## src/rtl/pdpu_shift_pkg.sv

```systemverilog
// Shared types and elaboration helpers for the PDPU pipelined shifter.
package pdpu_shift_pkg;

    typedef enum logic [1:0] {
        SHIFT_SLL = 2'b00,
        SHIFT_SRL = 2'b01,
        SHIFT_SRA = 2'b10,
        SHIFT_ROR = 2'b11
    } shift_op_e;

    // Levels grouped into each register stage; the last stage may take fewer.
    function automatic int levels_per_stage(input int shift_width, input int pipe_regs);
        return (shift_width + pipe_regs - 1) / pipe_regs;
    endfunction

endpackage

```

## src/rtl/shift_level.sv

```systemverilog
// One combinational log-shifter level: shifts by 2**LEVEL when enabled and
// folds any bits dropped off the right end into the running sticky.
module shift_level
    import pdpu_shift_pkg::*;
#(
    parameter int WIDTH = 32,
    parameter int LEVEL = 0
) (
    input  logic [WIDTH-1:0] operand,
    input  logic             enable,
    input  shift_op_e        op,
    input  logic             sticky_prev,
    output logic [WIDTH-1:0] result,
    output logic             sticky
);
    localparam int DIST = 2 ** LEVEL;

    logic fill;

    always_comb begin
        result = operand;
        sticky = sticky_prev;
        fill   = (op == SHIFT_SRA) ? operand[WIDTH-1] : 1'b0;
        if (enable) begin
            case (op)
                SHIFT_SLL: result = {operand[WIDTH-DIST-1:0], {DIST{1'b0}}};
                SHIFT_SRL, SHIFT_SRA: begin
                    result = {{DIST{fill}}, operand[WIDTH-1:DIST]};
                    sticky = sticky_prev | (|operand[DIST-1:0]);
                end
                SHIFT_ROR: result = {operand[DIST-1:0], operand[WIDTH-1:DIST]};
                default:   result = operand;
            endcase
        end
    end

endmodule

```

## src/rtl/pipelined_barrel_shifter.sv

```systemverilog
// Pipelined SLL/SRL/SRA/ROR log-shifter with sticky, tag passthrough and
// valid/ready backpressure; latency equals PIPE_REGS.
module pipelined_barrel_shifter
    import pdpu_shift_pkg::*;
#(
    parameter int WIDTH       = 32,
    parameter int SHIFT_WIDTH = $clog2(WIDTH),
    parameter int PIPE_REGS   = 2,
    parameter int TAG_WIDTH   = 4
) (
    input  logic                   clk_i,
    input  logic                   rst_i,
    input  logic                   flush_i,
    input  logic                   in_valid_i,
    output logic                   in_ready_o,
    input  logic [WIDTH-1:0]       operand_i,
    input  logic [SHIFT_WIDTH-1:0] shift_amount_i,
    input  shift_op_e              op_i,
    input  logic [TAG_WIDTH-1:0]   tag_i,
    output logic                   out_valid_o,
    input  logic                   out_ready_i,
    output logic [WIDTH-1:0]       result_o,
    output logic                   sticky_o,
    output logic [TAG_WIDTH-1:0]   tag_o
);
    localparam int LPS = levels_per_stage(SHIFT_WIDTH, PIPE_REGS);

    logic                   st_valid   [PIPE_REGS];
    logic [WIDTH-1:0]       st_data    [PIPE_REGS];
    logic [SHIFT_WIDTH-1:0] st_amt     [PIPE_REGS];
    shift_op_e              st_op      [PIPE_REGS];
    logic                   st_sticky  [PIPE_REGS];
    logic [TAG_WIDTH-1:0]   st_tag     [PIPE_REGS];

    logic                   nxt_valid  [PIPE_REGS];
    logic [WIDTH-1:0]       nxt_data   [PIPE_REGS];
    logic [SHIFT_WIDTH-1:0] nxt_amt    [PIPE_REGS];
    shift_op_e              nxt_op     [PIPE_REGS];
    logic                   nxt_sticky [PIPE_REGS];
    logic [TAG_WIDTH-1:0]   nxt_tag    [PIPE_REGS];

    logic                   adv        [PIPE_REGS];

    logic [WIDTH-1:0]       lvl_in         [SHIFT_WIDTH];
    logic [WIDTH-1:0]       lvl_out        [SHIFT_WIDTH];
    logic                   lvl_sticky_in  [SHIFT_WIDTH];
    logic                   lvl_sticky_out [SHIFT_WIDTH];
    logic [SHIFT_WIDTH-1:0] lvl_amt        [SHIFT_WIDTH];
    shift_op_e              lvl_op         [SHIFT_WIDTH];

    // A stage may advance if it, or any stage below it, holds a bubble.
    always_comb begin
        logic drain;
        drain = out_ready_i;
        for (int g = PIPE_REGS - 1; g >= 0; g--) begin
            drain  = drain | ~st_valid[g];
            adv[g] = drain;
        end
    end

    assign in_ready_o = adv[0] & ~flush_i;

    // Position p handles level SHIFT_WIDTH-1-p, so levels run MSB first.
    for (genvar p = 0; p < SHIFT_WIDTH; p++) begin : g_level
        localparam int LEVEL = SHIFT_WIDTH - 1 - p;
        if (p == 0) begin : g_src_in
            assign lvl_in[p]        = operand_i;
            assign lvl_sticky_in[p] = 1'b0;
            assign lvl_amt[p]       = shift_amount_i;
            assign lvl_op[p]        = op_i;
        end else if (p % LPS == 0) begin : g_src_reg
            assign lvl_in[p]        = st_data[p/LPS - 1];
            assign lvl_sticky_in[p] = st_sticky[p/LPS - 1];
            assign lvl_amt[p]       = st_amt[p/LPS - 1];
            assign lvl_op[p]        = st_op[p/LPS - 1];
        end else begin : g_src_chain
            assign lvl_in[p]        = lvl_out[p-1];
            assign lvl_sticky_in[p] = lvl_sticky_out[p-1];
            assign lvl_amt[p]       = lvl_amt[p-1];
            assign lvl_op[p]        = lvl_op[p-1];
        end

        shift_level #(
            .WIDTH (WIDTH),
            .LEVEL (LEVEL)
        ) u_level (
            .operand     (lvl_in[p]),
            .enable      (lvl_amt[p][LEVEL]),
            .op          (lvl_op[p]),
            .sticky_prev (lvl_sticky_in[p]),
            .result      (lvl_out[p]),
            .sticky      (lvl_sticky_out[p])
        );
    end

    for (genvar g = 0; g < PIPE_REGS; g++) begin : g_stage
        localparam int FIRST = g * LPS;
        localparam int LAST  = ((g + 1) * LPS < SHIFT_WIDTH) ? (g + 1) * LPS - 1 : SHIFT_WIDTH - 1;
        if (g == 0) begin : g_head
            assign nxt_valid[g] = in_valid_i & in_ready_o;
            assign nxt_amt[g]   = shift_amount_i;
            assign nxt_op[g]    = op_i;
            assign nxt_tag[g]   = tag_i;
        end else begin : g_body
            assign nxt_valid[g] = st_valid[g-1];
            assign nxt_amt[g]   = st_amt[g-1];
            assign nxt_op[g]    = st_op[g-1];
            assign nxt_tag[g]   = st_tag[g-1];
        end
        // Rounding up the group size can leave trailing stages with no levels.
        if (FIRST < SHIFT_WIDTH) begin : g_levels
            assign nxt_data[g]   = lvl_out[LAST];
            assign nxt_sticky[g] = lvl_sticky_out[LAST];
        end else begin : g_pass
            assign nxt_data[g]   = st_data[g-1];
            assign nxt_sticky[g] = st_sticky[g-1];
        end
    end

    always_ff @(posedge clk_i or posedge rst_i) begin
        if (rst_i) begin
            for (int g = 0; g < PIPE_REGS; g++) begin
                st_valid[g]  <= 1'b0;
                st_data[g]   <= '0;
                st_amt[g]    <= '0;
                st_op[g]     <= SHIFT_SLL;
                st_sticky[g] <= 1'b0;
                st_tag[g]    <= '0;
            end
        end else begin
            for (int g = 0; g < PIPE_REGS; g++) begin
                if (flush_i) begin
                    st_valid[g] <= 1'b0;
                end else if (adv[g]) begin
                    st_valid[g] <= nxt_valid[g];
                end
                // Payload only moves with a real operation; bubbles keep old data.
                if (adv[g] && nxt_valid[g] && !flush_i) begin
                    st_data[g]   <= nxt_data[g];
                    st_amt[g]    <= nxt_amt[g];
                    st_op[g]     <= nxt_op[g];
                    st_sticky[g] <= nxt_sticky[g];
                    st_tag[g]    <= nxt_tag[g];
                end
            end
        end
    end

    assign out_valid_o = st_valid[PIPE_REGS-1];
    assign result_o    = st_data[PIPE_REGS-1];
    assign sticky_o    = st_sticky[PIPE_REGS-1];
    assign tag_o       = st_tag[PIPE_REGS-1];

endmodule

```

## config.mk

```make
export PLATFORM = sky130hd
export DESIGN_NAME = pipelined_barrel_shifter
export DESIGN_NICKNAME = d
export VERILOG_FILES = /design/src/rtl/pdpu_shift_pkg.sv /design/src/rtl/shift_level.sv /design/src/rtl/pipelined_barrel_shifter.sv
export SDC_FILE = /design/constraint.sdc
export NUM_CORES = 1
export LEC_CHECK = 0
export CAP_MARGIN = 20
export CORE_ASPECT_RATIO = 0.8
export CORE_MARGIN = 4
export CORE_UTILIZATION = 45
export CTS_CLUSTER_SIZE = 10
export DETAILED_ROUTE_END_ITERATION = 10
export PLACE_DENSITY = 0.7
export SYNTH_ARGS = -nofsm -noshare
export SYNTH_HDL_FRONTEND = slang
export SYNTH_SLANG_ARGS = --single-unit
```

## constraint.sdc

```tcl
create_clock -name clk_i -period 5 [get_ports clk_i]
set_input_delay 0.75 -clock clk_i [delete_from_list [all_inputs] [get_ports clk_i]]
set_output_delay 0.75 -clock clk_i [all_outputs]
set_load 0.1 [all_outputs]
```

-- Word level (Yosys, flattened, before mapping)
Index checks and enable logic that the tools add are counted.
- register bits after elaboration: 80
- bits of input ports: 48
- output and inout port bits: 39
- logic and storage cells: 71
- equality and inequality tests: 6
- mux-type cells: 29
- bitwise logic cells: 11
- reductions and logical operators: 15
- operators by type and width (cell ; number):
    $pmux W32 S3 ; 5
    $mux W32 ; 5
    $mux W1 ; 19
    $reduce_or A16 Y1 ; 1
    $eq A2 B2 Y1 const B ; 4
    $reduce_or A8 Y1 ; 1
    $or A1 B1 Y1 ; 6
    $reduce_or A2 Y1 ; 3
    $eq A2 B1 Y1 const B ; 2
    $logic_and A1 B1 Y1 ; 4
    $logic_not A2 Y1 ; 2
    $reduce_bool A2 Y1 ; 2
    $reduce_or A4 Y1 ; 1
    $not A1 Y1 ; 3
    $and A1 B1 Y1 ; 2
    $logic_not A1 Y1 ; 1

-- Logic depth before layout (Yosys ltp)
- depth in word-level cells: 11
- mapped depth: 10
- gate-level depth less buffers: 7

-- Modules after synthesis
From an unflattened synthesis, not the netlist that was laid out.
- cell total of the unflattened synthesis: 659
- area total of the unflattened synthesis: 6465.0 µm²
- modules (own cells, without submodules) (module ; instances ; cells each ; area each (µm²) ; sequential area each (µm²)):
    pipelined_barrel_shifter ; 1 ; 177 ; 3031.7 ; 2001.9
    shift_level at g_level[1].u_level ; 1 ; 128 ; 824.5 ; 0.0
    shift_level at g_level[3].u_level ; 1 ; 91 ; 725.7 ; 0.0
    shift_level at g_level[4].u_level ; 1 ; 88 ; 675.6 ; 0.0
    shift_level at g_level[2].u_level ; 1 ; 87 ; 674.4 ; 0.0
    shift_level at g_level[0].u_level ; 1 ; 88 ; 533.0 ; 0.0

-- Worst setup path after synthesis
No wires, ideal clock.
- path kind: register -> output
- from: register st_valid, in the netlist out_valid_o
- to: output port in_ready_o
- arrival: 2.537 ns
- required time: 4.250 ns
- path slack: 1.713 ns
- stages on the path, launching flop included: 3
- path buffers: 0
- cell sequence: dfrtp_1 > nor2b_1 > a21oi_1
- word-level cells in the longest chain between the ends: 4
- ends and longest elaborated chain (item ; line ; RTL):
    start, declared ; pipelined_barrel_shifter.sv:28 ; logic st_valid [PIPE_REGS];
    start signal, assigned by index ; pipelined_barrel_shifter.sv:135 ; st_valid[g] <= nxt_valid[g];
    $not A1 Y1 ; pipelined_barrel_shifter.sv:56 ; drain = drain | ~st_valid[g];
    $or A1 B1 Y1 (2 in series) ; pipelined_barrel_shifter.sv:56 ;
    $and A1 B1 Y1 ; pipelined_barrel_shifter.sv:61 ; assign in_ready_o = adv[0] & ~flush_i;
    end, declared ; pipelined_barrel_shifter.sv:15 ; output logic in_ready_o,
Every way passes these cells.

-- Final worst setup path
- from: input port op_i[0]
- to: register st_data, in the netlist lvl_in[62]
- word-level cells in the longest chain between the ends: 10
- elaborated cells on any way between the ends: 14
- those cells by class: 3 x eq/ne; 9 x mux; 2 x reduce/logical
- ends and longest elaborated chain (item ; line ; RTL):
    start, declared ; pipelined_barrel_shifter.sv:18 ; input shift_op_e op_i,
    $eq A2 B2 Y1 or $eq A2 B1 Y1 (tied branches) ; shift_level.sv:23, shift_level.sv:25 ;
    $mux W1 or $reduce_or A2 Y1 (tied branches) ; shift_level.sv:23, shift_level.sv:25 ;
    $pmux W32 S3 ; shift_level.sv:25 ; case (op)
    $mux W32 ; shift_level.sv:24 ; if (enable) begin
    $mux W1 ; shift_level.sv:23 ; fill = (op == SHIFT_SRA) ? operand[WIDTH-1] : 1'b0;
    $pmux W32 S3 ; shift_level.sv:25 ;
    $mux W32 ; shift_level.sv:24 ;
    $mux W1 ; shift_level.sv:23 ;
    $pmux W32 S3 ; shift_level.sv:25 ;
    $mux W32 * ; shift_level.sv:24 ;
    end signal, assigned by index ; pipelined_barrel_shifter.sv:139 ; st_data[g] <= nxt_data[g];
    end, declared ; pipelined_barrel_shifter.sv:29 ; logic [WIDTH-1:0] st_data [PIPE_REGS];
Every way passes the cells marked *; elsewhere a longest branch is shown, timed or not.
A chain may end at the register's enable or synchronous reset.

==> results.toml <==
[run_status]
outcome = "finished, final reports clean"

[finish]
drive_above_1_share_pct = 7.666
fill_cells = 1395
multi_input_area_um2 = 4131
ff_latch_area_um2 = 2003
areaGrowthSynthToFinish_pct = 17.94
nNetsFinal = 923
fin_cells = 1058
antenna_cells = 0

[pwr]
total_leakage_power_nw = 3.035
totalPowerFinal_mw = 3.294
p_per_area_nw_per_um2 = 428.0
ir_worst_vdd_mv = 0.4050

[timing]
final.period_utilization_pct = 70.62
tns_ps = 0
hold_viol = 0
min_period_ps = 3531
rsz0062_at_grt = "no"
slew_violations = 0
hold_ws_ps = 467.6
relSlewSlack_pct = 30.19
worst_pin_slew_ps = 1044
timing.final.ws_setup_ps = 1469
worst_clock_skew_ps = 8.177
timing.fmax_mhz = 283.2
setup_violations = 0

[routing]
first_iter_violations = 1016
ant_nets = 0
dr.pass1.iters = 5
vias = 7241
avgViaCountPerCell = 6.844
route.detailed.drc = 0
wl_per_cell_um = 22.10
drt-total-wl_um = 23390

[yosys]
async_flop_share_pct = 100.0
synth.top_cell.area_share_pct = 30.67
synth-xor-area-share_pct = 0
ys_ff_latch = 80
synth_top_family_by_area = "compound AO/OA/AOI/OAI gates"
synthCells = 831
synth_area_leader_cell = "dfrtp_1"
synth_edf_count = 0
synthAdderAreaFrac_pct = 1.150
netlist_area_um2 = 6526
synth_compound_area_share_pct = 36.52
synthSimpleGateAreaFrac_pct = 20.69
synth.distinct_cells = 73
syn_avg_cell_area_um2 = 7.854
yosys-top-cells-area = "dfrtp_1 31%, a221oi_1 6.0%, nand2_1 6.0%"
synth.area.mux_share_pct = 4.870
seq_area_frac_synth_pct = 30.67
yosysWarningCount = 0
synthFlopType = "dfrtp_1"
synthesis.nets = 885

[die]
rows = 39
io_pins = 87
die_h_um = 115.7
fp.dieW_um = 142.6
start_util_pct = 45.80
core_um2 = 14250
dieArea_um2 = 16510

[clock_network]
clock_latency_ps = 340
cts_buffers = 9
cts_max_level = 3
cts_resized = 0
postCtsSetupRepairBufs = 0
root_buffer = "clkbuf_16"
cts_tree = "yes"
hold_buffers = 0
clk_pin_slew_ps = 70
clockBufferDepth = 2
clock-sinks = 80

[critical_path]
cp_top_family = "compound AO/OA/AOI/OAI gates"
cp-end-kind = "register"
critPathMaxFanout = 21
cp.required_ps = 5230
cp-start-kind = "primary input"
path_cells = "clkdlybuf4s50_1 -> inv_1 -> ha_1 -> nand2b_1 -> nor3_2 -> buf_4 -> a222oi_1 -> o21bai_1 -> a211o_1"
cpMaxStageDelayCell = "a222oi_1"
critPathKind = "in2reg"
crit_path_max_incr_delay_ps = 830
crit_arrival_ps = 3760
crit_buf_inv = 3

[worst_hold_path]
hp-class = "reg2reg"

[grt]
track_usage_pct = 28.13
antenna_found_initial = 0
grt_start_max_net_pins = 53
grt_pass1_wl_um = 37320
grt-ovfl-total = 0
grt_pass1_vias = 6599

[placement]
placed_cells = 1042
io_buffers = 86
hpwl_um = 16980
place_congestion = 0.9955
place_ws_ps = 1271

[run]
max-cap-violations = 0
[where the power goes]
part | total [mW] | internal [mW] | switching [mW]
Clock | 0.640 | 0.346 | 0.294
Combinational | 1.69 | 0.472 | 1.22
Sequential | 0.963 | 0.793 | 0.170
[registers in the layout, summed over array words and instances, names as in the netlist]
| name | flops |
|---|---|
| out_valid_o | 1 |
| lvl_op | 2 |
| lvl_amt | 2 |
| nxt_valid | 1 |
| tag_o | 4 |
| lvl_in | 32 |
| lvl_sticky_in | 1 |
| result_o | 32 |
| sticky_o | 1 |
| nxt_tag | 4 |
[layer usage]
layer | part of all wire [%] | track usage [%]
met3 | 10 | 6.229
met2 | 44 | 41.99
met1 | 44 | 41.63
met5 | 0 | 0
met4 | 2.1 | 6.650
[Yosys cell counts, drive strengths merged, types with 14 or more instances]
master,instances
nor2b,17
o22ai,23
clkbuf,41
inv,14
nor3,14
nand3,20
a21oi,52
a221oi,47
mux2,14
mux2i,16
o21ai,59
nor2,89
buf,35
nand2,104
a31oi,15
dfrtp,80
[stage by stage]
step	area, um^2	utilization, %
after floorplan	6526	-
after global placement	7411	52.01
after detailed placement	7411	52.01
after CTS	7697	54.02
after global routing	7697	54.02
final	7697	54.02
[kinds of logic (layout without fill, tap and decap cells)]
logic type,after synthesis,count (layout)
AOI/OAI and AO/OA,331,331
and+or+nand+nor,293,293
buffers and inverters,91,134
DFF,80,80
muxes,30,30
adders and majority gates,6,6
[cells in the final DEF, fill, tap and decap left out, types with 6 or more instances in the layout]
cell               n
a221o_1           11
o21ai_0           57
nand2b_1          10
dfrtp_1           79
a221oi_1          45
nor2_1            89
nor2b_1           17
mux2_2            14
clkdlybuf4s50_1   86
a22oi_1            9
o21a_1             6
a211oi_1          12
inv_1             12
o221ai_1          12
and2_1             8
ha_1               6
a21oi_1           51
nor3_1            13
nor4_1             9
buf_4             17
a31oi_1           15
o31ai_1            6
clkbuf_16          9
a21o_1             8
nand3_1           20
o211ai_1           6
mux2i_1           16
o22ai_1           23
nand2_1          104
[worst register-to-register path: stages (launching register included)]
cell      delay, ps
dfrtp_1         380
inv_1           110
ha_1            640
buf_4           470
inv_1           310
a21o_1          230
a22o_1          200
a221oi_1        460
nor2_1           90
[worst paths after layout]
path	start	end	slack [ps]	cells after the start
min in group asynchronous	rst_i	result_o[25]	800	2
worst min-delay path	nxt_tag[0]	tag_o[0]	470	2
worst max-delay path	op_i[0]	lvl_in[62]	1470	9
worst max register to register	lvl_op[0]	result_o[31]	1980	8
worst min register to register	nxt_tag[0]	tag_o[0]	470	2
max in group asynchronous	rst_i	lvl_in[32]	3200	3
[final cells by class]
class                      instances  share of cell area, %
multi-input combinational        660                  53.67
timing repair buffer             103                  12.84
tap                              184                  2.991
clock buffer                       9                  2.926
clock inverter                     7                 0.7965
sequential                        80                  26.02
inverter                          15                 0.7477
Note: power is estimated with default switching activity, not from simulation.
